==> config.mk <==
export PLATFORM = sky130hd
export DESIGN_NAME = bxu_prog_loader
export DESIGN_NICKNAME = d
export VERILOG_FILES = /design/src/rtl/bxu_prog_loader.sv
export SDC_FILE = /design/constraint.sdc
export NUM_CORES = 1
export LEC_CHECK = 0
export CAP_MARGIN = 20
export CORE_MARGIN = 8
export CORE_UTILIZATION = 53
export CTS_BUF_LIST = sky130_fd_sc_hd__clkbuf_16
export DETAILED_ROUTE_END_ITERATION = 7
export PLACE_DENSITY = 0.77
export SETUP_SLACK_MARGIN = 0.5
export SYNTH_ARGS = -nofsm -noshare
export SYNTH_HDL_FRONTEND = slang
export SYNTH_SLANG_ARGS = --single-unit
==> constraint.sdc <==
create_clock -name clk -period 2.6 [get_ports clk]
set_input_delay 0.52 -clock clk [delete_from_list [all_inputs] [get_ports clk]]
set_output_delay 0.52 -clock clk [all_outputs]
set_load 0.05 [all_outputs]
==> src/rtl/bxu_prog_loader.sv <==
// bxu_prog_loader: loads BXU instruction memory from a length-prefixed byte
// stream. The stream is N (16-bit, low byte first) followed by N words, each
// sent low byte then high byte. Each word goes to the next address, starting
// at 0.
// Optional feature macro: BXU_LOADER_CHECKSUM_EN. When it is defined, one
// trailing byte holds the XOR of all earlier stream bytes, and `err` flags a
// mismatch.
// Handshake: a byte moves on a rising edge where in_valid & in_ready.
// in_ready comes straight from a register that is loaded from the next
// state, so it never depends combinationally on in_valid. While in_valid is
// low the FSM holds its state and nothing else changes.
module bxu_prog_loader #(
    parameter int ADDR_BITWIDTH = 16
) (
    input  logic                     clk,
    input  logic                     rst_n,
    input  logic                     start,
    input  logic [7:0]               in_data,
    input  logic                     in_valid,
    output logic                     in_ready,
    output logic                     mem_we,
    output logic [ADDR_BITWIDTH-1:0] mem_addr,
    output logic [15:0]              mem_data,
    output logic                     busy,
    output logic                     done,
    output logic                     err,
    output logic [2:0]               dbg_state
);

    typedef enum logic [2:0] {
        S_IDLE   = 3'd0,
        S_LEN_LO = 3'd1,
        S_LEN_HI = 3'd2,
        S_DAT_LO = 3'd3,
        S_DAT_HI = 3'd4,
        S_CHK    = 3'd5,
        S_DONE   = 3'd6
    } state_t;

`ifdef BXU_LOADER_CHECKSUM_EN
    localparam state_t S_END = S_CHK;
`else
    localparam state_t S_END = S_DONE;
`endif

    state_t      state;
    state_t      next_state;
    logic [15:0] len_q;
    logic [15:0] idx_q;
    logic [7:0]  lo_q;
    logic        xfer;
    logic        start_load;

    assign xfer       = in_valid & in_ready;
    assign start_load = ((state == S_IDLE) || (state == S_DONE)) && start;
    assign dbg_state  = state;

    // State register
    always_ff @(posedge clk or negedge rst_n) begin
        if (!rst_n) begin
            state <= S_IDLE;
        end else begin
            state <= next_state;
        end
    end

    // Next-state logic: every move except a start needs a byte transfer
    always_comb begin
        next_state = state;
        case (state)
            S_IDLE, S_DONE: begin
                if (start) next_state = S_LEN_LO;
            end
            S_LEN_LO: begin
                if (xfer) next_state = S_LEN_HI;
            end
            S_LEN_HI: begin
                if (xfer) begin
                    next_state = ({in_data, len_q[7:0]} == 16'd0) ? S_END : S_DAT_LO;
                end
            end
            S_DAT_LO: begin
                if (xfer) next_state = S_DAT_HI;
            end
            S_DAT_HI: begin
                if (xfer) begin
                    next_state = ((idx_q + 16'd1) == len_q) ? S_END : S_DAT_LO;
                end
            end
            S_CHK: begin
                if (xfer) next_state = S_DONE;
            end
            default: next_state = S_IDLE;
        endcase
    end

    // Status outputs, registered from the next state so they change with it
    always_ff @(posedge clk or negedge rst_n) begin
        if (!rst_n) begin
            in_ready <= 1'b0;
            busy     <= 1'b0;
            done     <= 1'b0;
        end else begin
            in_ready <= (next_state != S_IDLE) && (next_state != S_DONE);
            busy     <= (next_state != S_IDLE) && (next_state != S_DONE);
            done     <= (next_state == S_DONE);
        end
    end

    // Length capture, word assembly and the one-cycle memory write
    always_ff @(posedge clk or negedge rst_n) begin
        if (!rst_n) begin
            len_q    <= 16'd0;
            idx_q    <= 16'd0;
            lo_q     <= 8'd0;
            mem_we   <= 1'b0;
            mem_addr <= '0;
            mem_data <= 16'd0;
        end else begin
            mem_we <= 1'b0;
            if (start_load) begin
                idx_q <= 16'd0;
            end else if (xfer) begin
                case (state)
                    S_LEN_LO: len_q[7:0]  <= in_data;
                    S_LEN_HI: len_q[15:8] <= in_data;
                    S_DAT_LO: lo_q        <= in_data;
                    S_DAT_HI: begin
                        mem_we   <= 1'b1;
                        mem_addr <= idx_q[ADDR_BITWIDTH-1:0];
                        mem_data <= {in_data, lo_q};
                        idx_q    <= idx_q + 16'd1;
                    end
                    default: ;
                endcase
            end
        end
    end

`ifdef BXU_LOADER_CHECKSUM_EN
    logic [7:0] csum_q;
    logic       err_q;

    // XOR running sum of length/data bytes; the CHK byte is compared against it
    always_ff @(posedge clk or negedge rst_n) begin
        if (!rst_n) begin
            csum_q <= 8'd0;
            err_q  <= 1'b0;
        end else if (start_load) begin
            csum_q <= 8'd0;
            err_q  <= 1'b0;
        end else if (xfer) begin
            if (state == S_CHK) begin
                err_q <= (in_data != csum_q);
            end else begin
                csum_q <= csum_q ^ in_data;
            end
        end
    end

    assign err = err_q;
`else
    assign err = 1'b0;
`endif

endmodule

==> results of run 1 <==
[stage by stage]
stage          hold slack, ps  area (um2)  utilization
3_5_place_dp            458.3        4468       0.6261
2_1_floorplan           224.4        3836            -
3_3_place_gp            444.4        4468       0.6261
4_1_cts                 233.3        4858       0.6808
6_report                215.6        5046       0.7070
5_1_grt                 273.4        5046       0.7070
[layer usage]
metal / vias up / share of wire
li1: 1541 / -
met1: 1621 / 0.43
met2: 161 / 0.48
met3: 21 / 0.062
met4: 0 / 0.023
met5: - / 0
[power by group]
part	switching [mW]	total, mW	internal (mW)
sequential	0.322	1.89	1.57
clock	0.496	1.24	0.746
combinational	1.19	1.98	0.783
total	2.01	5.11	3.10
[worst max-delay path by stage]
stage / startpoint / endpoint / slack (ps) / cells after the start
2_1_floorplan: busy / idx_q[7] / 530 / 5
3_3_place_gp: in_data[1] / dbg_state[0] / 190 / 7
3_5_place_dp: in_data[1] / dbg_state[0] / 150 / 7
4_1_cts: idx_q[9] / busy / 500 / 6
5_1_grt: idx_q[6] / busy / 500 / 7
6_report: busy / in_ready / 560 / 1
[cell usage in the layout, fill, tap and decap left out, drive strengths merged, types with 6 or more instances in the layout]
master,Yosys,layout
buf,13,39
a21oi,14,14
nand3,11,11
dfrtp,78,78
clkdlybuf4s50,0,46
nor2,15,15
inv,4,7
mux2,24,24
o21ai,30,30
nor3,6,6
clkbuf,15,9
xnor2,12,12
nand4,6,6
xor2,9,9
nand2,113,113
[final cells by class]
cell class	count	area (um2)
multi-input cells	296	1848
clock inverters	7	72.57
inverters	4	15.01
repair buffers	88	792.0
flip-flops and latches	78	1969
clock buffers	9	225.2
fillers	536	2091
well taps	99	123.9
[sequential cells by signal (all words and copies together), names as in the netlist]
signal and count:
busy 1, dbg_state 3, done 1, idx_q 16, len_q 16, lo_q 8
mem_addr 16, mem_data 16, mem_we 1
[cells by family (layout without fill, tap and decap cells)]
family,after synthesis,count (layout),share of synthesized area
multiplexers,24,24,0.07047
AO/OA/AOI/OAI,68,68,0.1086
adder cells (fa/ha/maj),1,1,0.003262
XOR/XNOR,21,21,0.04796
AND/OR/NAND/NOR,181,181,0.2215
buffers and inverters,32,108,0.03817
other,1,1,0.0009779
flip-flops,78,78,0.5090
[repair_timing]
item                                    in CTS  in global routing
gates resized for setup                     17                 20
endpoints found under the setup margin       7                 28
buffers inserted                             7                 14
pin swaps                                    3                  6
==> flow_summary.json, run 1 <==
{
  "cts-root-buf": "clkbuf_16",
  "finalNonFillerCells": 581,
  "min_path_type": "input pin to asynchronous set/reset pin",
  "drc": 0,
  "fin_nets": 490,
  "fin_ws_ps": 556.6,
  "yosysMostFrequentCell": "nand2_1",
  "dpl.hpwl_um": 6172,
  "drt_wl_total_um": 9906,
  "synth_area_per_cell_um2": 9.446,
  "cts.sinks": 78,
  "initial_core_util": 0.5373,
  "yosysSeqAreaShare": 0.5090,
  "grtUsageMet2": 0.2869,
  "grt_pass1_vias": 3088,
  "yosysWarningCount": 0,
  "grt_pass1_wl_um": 15350,
  "synth.area.top_cells": "dfrtp_1, nand2_1, mux2_2",
  "synth_cell_types": 51,
  "syn_nets": 419,
  "grt_use_total": 0.1906,
  "rows": 31,
  "cts_tree": "done",
  "dieArea_mm2": 0.01021,
  "power_mw": 5.109,
  "synth_edf_count": 0,
  "clockBufferDepth": 2,
  "grt_max_degree": 51,
  "worst_r2r_path_depth": 6,
  "post_drt_wl_per_cell_um": 17.05,
  "clk_latency_ps": 330,
  "gr-usage-met1": 0.2529,
  "slowest_stage": "clkdlybuf4s50_1",
  "drv_slew": 0,
  "path_buf_inv": 1,
  "port_buffers": 50,
  "numCtsBuffers": 9,
  "io_pins": 52,
  "cts_hold_buf": 0,
  "rsz0062_at_grt": "no",
  "finalSetupTns_ps": 0,
  "power_density_mw_per_mm2": 1012,
  "finalCriticalPeriod_ps": 2043,
  "worst_slew_pin_slew_ps": 626.2,
  "crit_path_max_fanout": 4,
  "cts.clk_slew.worst_paths_ps": 60,
  "crit_chain": "clkdlybuf4s50_1",
  "maxSlewHeadroom": 0.5825,
  "antenna_cells": 0,
  "status": "finished clean",
  "first_pass_iters": 4,
  "drt.antenna.violating_nets": 0,
  "fp.coreArea_mm2": 0.007137,
  "vias": 3344,
  "max_stage_delay_ps": 820,
  "fin_crit_sh": 0.7859,
  "endpoint_kind": "output port",
  "p_leak_nw": 2.255,
  "hold_violations": 0,
  "vdd_drop_max_v": 0.0008037,
  "chipHeight_um": 101.1,
  "setup_violations": 0,
  "syn2layout_area_growth_pct": 31.58,
  "finClkSkew_ps": 5.563,
  "cp.arrival_ps": 1520,
  "dp.cells": 544,
  "overflow": 0,
  "path_delay_family": "buffers and inverters",
  "drt_iter0_markers": 289,
  "top_usage_layer": "met2",
  "place_congestion": 0.8592,
  "synth_async_sr_flop_share": 1.000,
  "timing.rr.end": "busy",
  "r2r_slack_ps": 560,
  "max_freq_ghz": 0.4894,
  "timing.rr.start": "idx_q[7]",
  "crit_type": "flop to output port",
  "dp_slack_ps": 150.9,
  "cp-start-kind": "flop",
  "synth_top_cell_by_area": "dfrtp_1",
  "cts.htree.levels": 3,
  "synth_top_area_share": 0.5090,
  "grt_use_met3": 0.04282,
  "ys_ff_latch": 78,
  "drive_gt1_frac": 0.2448,
  "synthTopCellsByCount": "nand2_1, dfrtp_1, o21ai_0",
  "die_w_um": 101.1,
  "syn_inst": 406,
  "viasPerCell": 5.756,
  "antenna_found_initial": 0,
  "drv_cap": 0,
  "crit_required_ps": 2080,
  "syn-cell-area_mm2": 0.003835,
  "ys.flop_type": "dfrtp_1"
}
Power figures use the tool's default switching activity.
==> inputs of run 2 (changes only) <==
- clock period: 2.6 -> 1.97 ns (I/O delays scaled with it)
==> run 2 against run 1 <==
The run now ends with negative setup slack left; sequential cell count unchanged; via count up 17%; final area rose by 22%; core utilization up 16 points; combinational power grew 86%; clock-buffer cell count stayed put; clock power rose by 52%; sequential power is 37% higher; critical endpoint is now dbg_state[2].
==> flow_summary.json, run 2 (same netlist as run 1, synthesis figures left out) <==
{
  "status": "finished, violations left",
  "violations": "negative setup slack",
  "antenna_found_initial": 0,
  "place_congestion": 0.8642,
  "viasPerCell": 6.118,
  "cts-root-buf": "clkbuf_16",
  "numCtsBuffers": 9,
  "timing.rr.end": "dbg_state[2]",
  "power_mw": 8.152,
  "cts.sinks": 78,
  "drc": 0,
  "vdd_drop_max_v": 0.0009673,
  "port_buffers": 50,
  "fp.coreArea_mm2": 0.007137,
  "crit_required_ps": 2230,
  "syn2layout_area_growth_pct": 60.98,
  "final_area_mm2": 0.006173,
  "clockBufferDepth": 2,
  "cts_tree": "done",
  "grt_use_total": 0.2193,
  "antenna_cells": 0,
  "cts.clk_slew.worst_paths_ps": 70,
  "cp.arrival_ps": 2340,
  "drt_iter0_markers": 356,
  "hold_violations": 0,
  "clk_latency_ps": 340,
  "grt_pass1_vias": 3509,
  "drt_wl_total_um": 14390,
  "crit_chain": "buf_4, nand4_1, nor3_4, xnor2_1, nor4b_4, nand4_1, o21ai_2",
  "dp_slack_ps": -140.9,
  "final_common_cell": "dfrtp_1",
  "crit_path_frequent_cell": "nand4_1",
  "swShare": 0.4108,
  "finClkSkew_ps": 8.978,
  "vias": 3897,
  "io_pins": 52,
  "finalCriticalPeriod_ps": 2084,
  "intPower_mw": 4.803,
  "fin_crit_sh": 1.058,
  "p_leak_nw": 3.000,
  "endpoint_kind": "flop",
  "post_drt_wl_per_cell_um": 22.58,
  "drv_slew": 0,
  "first_pass_iters": 5,
  "power_frac_comb": 0.453,
  "worst_r2r_path_depth": 7,
  "rsz0062_at_grt": "yes",
  "timing.rr.start": "idx_q[6]",
  "grt_pass1_wl_um": 17420,
  "dpl.hpwl_um": 7325,
  "gr-usage-met1": 0.2682,
  "initial_core_util": 0.5373,
  "setup_violations": 4,
  "drv_cap": 0,
  "chipHeight_um": 101.1,
  "fin_nets": 546,
  "cp-start-kind": "flop",
  "place_area_mm2": 0.005002,
  "r2r_slack_ps": -110,
  "timing.hold.ws_ps": 5.312,
  "grt_use_met3": 0.04144,
  "min_path_type": "input pin to asynchronous set/reset pin",
  "crit_path_start": "idx_q[6]",
  "drive_gt1_frac": 0.5595,
  "finalSetupTns_ps": -341.2,
  "layout_common_cells": "dfrtp_1, buf_4, nand2_1, nand2_2",
  "grt_max_degree": 46,
  "dieArea_mm2": 0.01021,
  "cts.htree.levels": 3,
  "top_usage_layer": "met2",
  "drt.antenna.violating_nets": 0,
  "crit_type": "flop to flop",
  "grtUsageMet2": 0.3811,
  "die_w_um": 101.1,
  "slowest_stage": "dfrtp_1",
  "overflow": 0,
  "max_stage_delay_ps": 400,
  "finalNonFillerCells": 637,
  "dp.cells": 586,
  "max_freq_ghz": 0.4799,
  "fin_ws_ps": -113.8,
  "power_density_mw_per_mm2": 1320,
  "pwr-share-seq": 0.316,
  "rows": 31,
  "p_clk_frac": 0.231,
  "crit_path_max_fanout": 5,
  "final_core_util": 0.8650,
  "p_switching_mw": 3.349
}
==> run 2: changes by cell type in the layout (fill, tap and decap cells not counted), moves of 28 or more <==
cell             previous run  this run
nand2_2                     0        44
buf_4                      38        66
nand2_1                   113        52
clkdlybuf4s50_1            46         9
==> run 2: final cells by class <==
class,count,area [um2]
clock inverters,7,103.9
clock buffers,9,225.2
well taps,99,123.9
multi-input cells,296,2364
fillers,356,963.4
flip-flops and latches,78,1959
repair buffers,144,1370
inverters,4,27.53
==> run 2: critical path, delay by kind of cell (launching register included) <==
family | cells | cell delay [ps]
AO/OA/AOI/OAI | 1 | 210
buffers and inverters | 1 | 170
AND/OR/NAND/NOR | 4 | 1050
flip-flops | 1 | 400
XOR/XNOR | 1 | 160
==> run 2: what timing repair did <==
action / in CTS / in global routing
hold buffers: 0 / 0
pin swaps: 7 / 65
setup endpoints to repair: 104 / 93
cloned: 0 / 5
endpoints found under the hold margin: 0 / 0
setup buffers: 6 / 24
resized for setup: 121 / 169
==> run 2: power groups by stage <==
| stage | logic [mW] | clock network, mW | registers (mW) |
|---|---|---|---|
| after detailed placement | 2.85 | 0 | 2.51 |
| after global placement | 2.78 | 0 | 2.50 |
| after CTS | 2.88 | 1.85 | 2.49 |
| after floorplan | 1.39 | 0 | 3.09 |
| final | 3.69 | 1.88 | 2.58 |
| after global routing | 3.85 | 1.94 | 2.61 |
==> run 2: metal layers <==
metal  vias up  wire (um)
met1      1956       5472
met5         -          0
li1       1645          -
met4         0        660
met2       231       7308
met3        65        943
==> run 2: worst max path at each step <==
| stage | end |
|---|---|
| final | dbg_state[2] |
| after global placement | len_q[5] |
| after floorplan | dbg_state[0] |
| after detailed placement | len_q[7] |
| after global routing | dbg_state[2] |
| after CTS | dbg_state[0] |
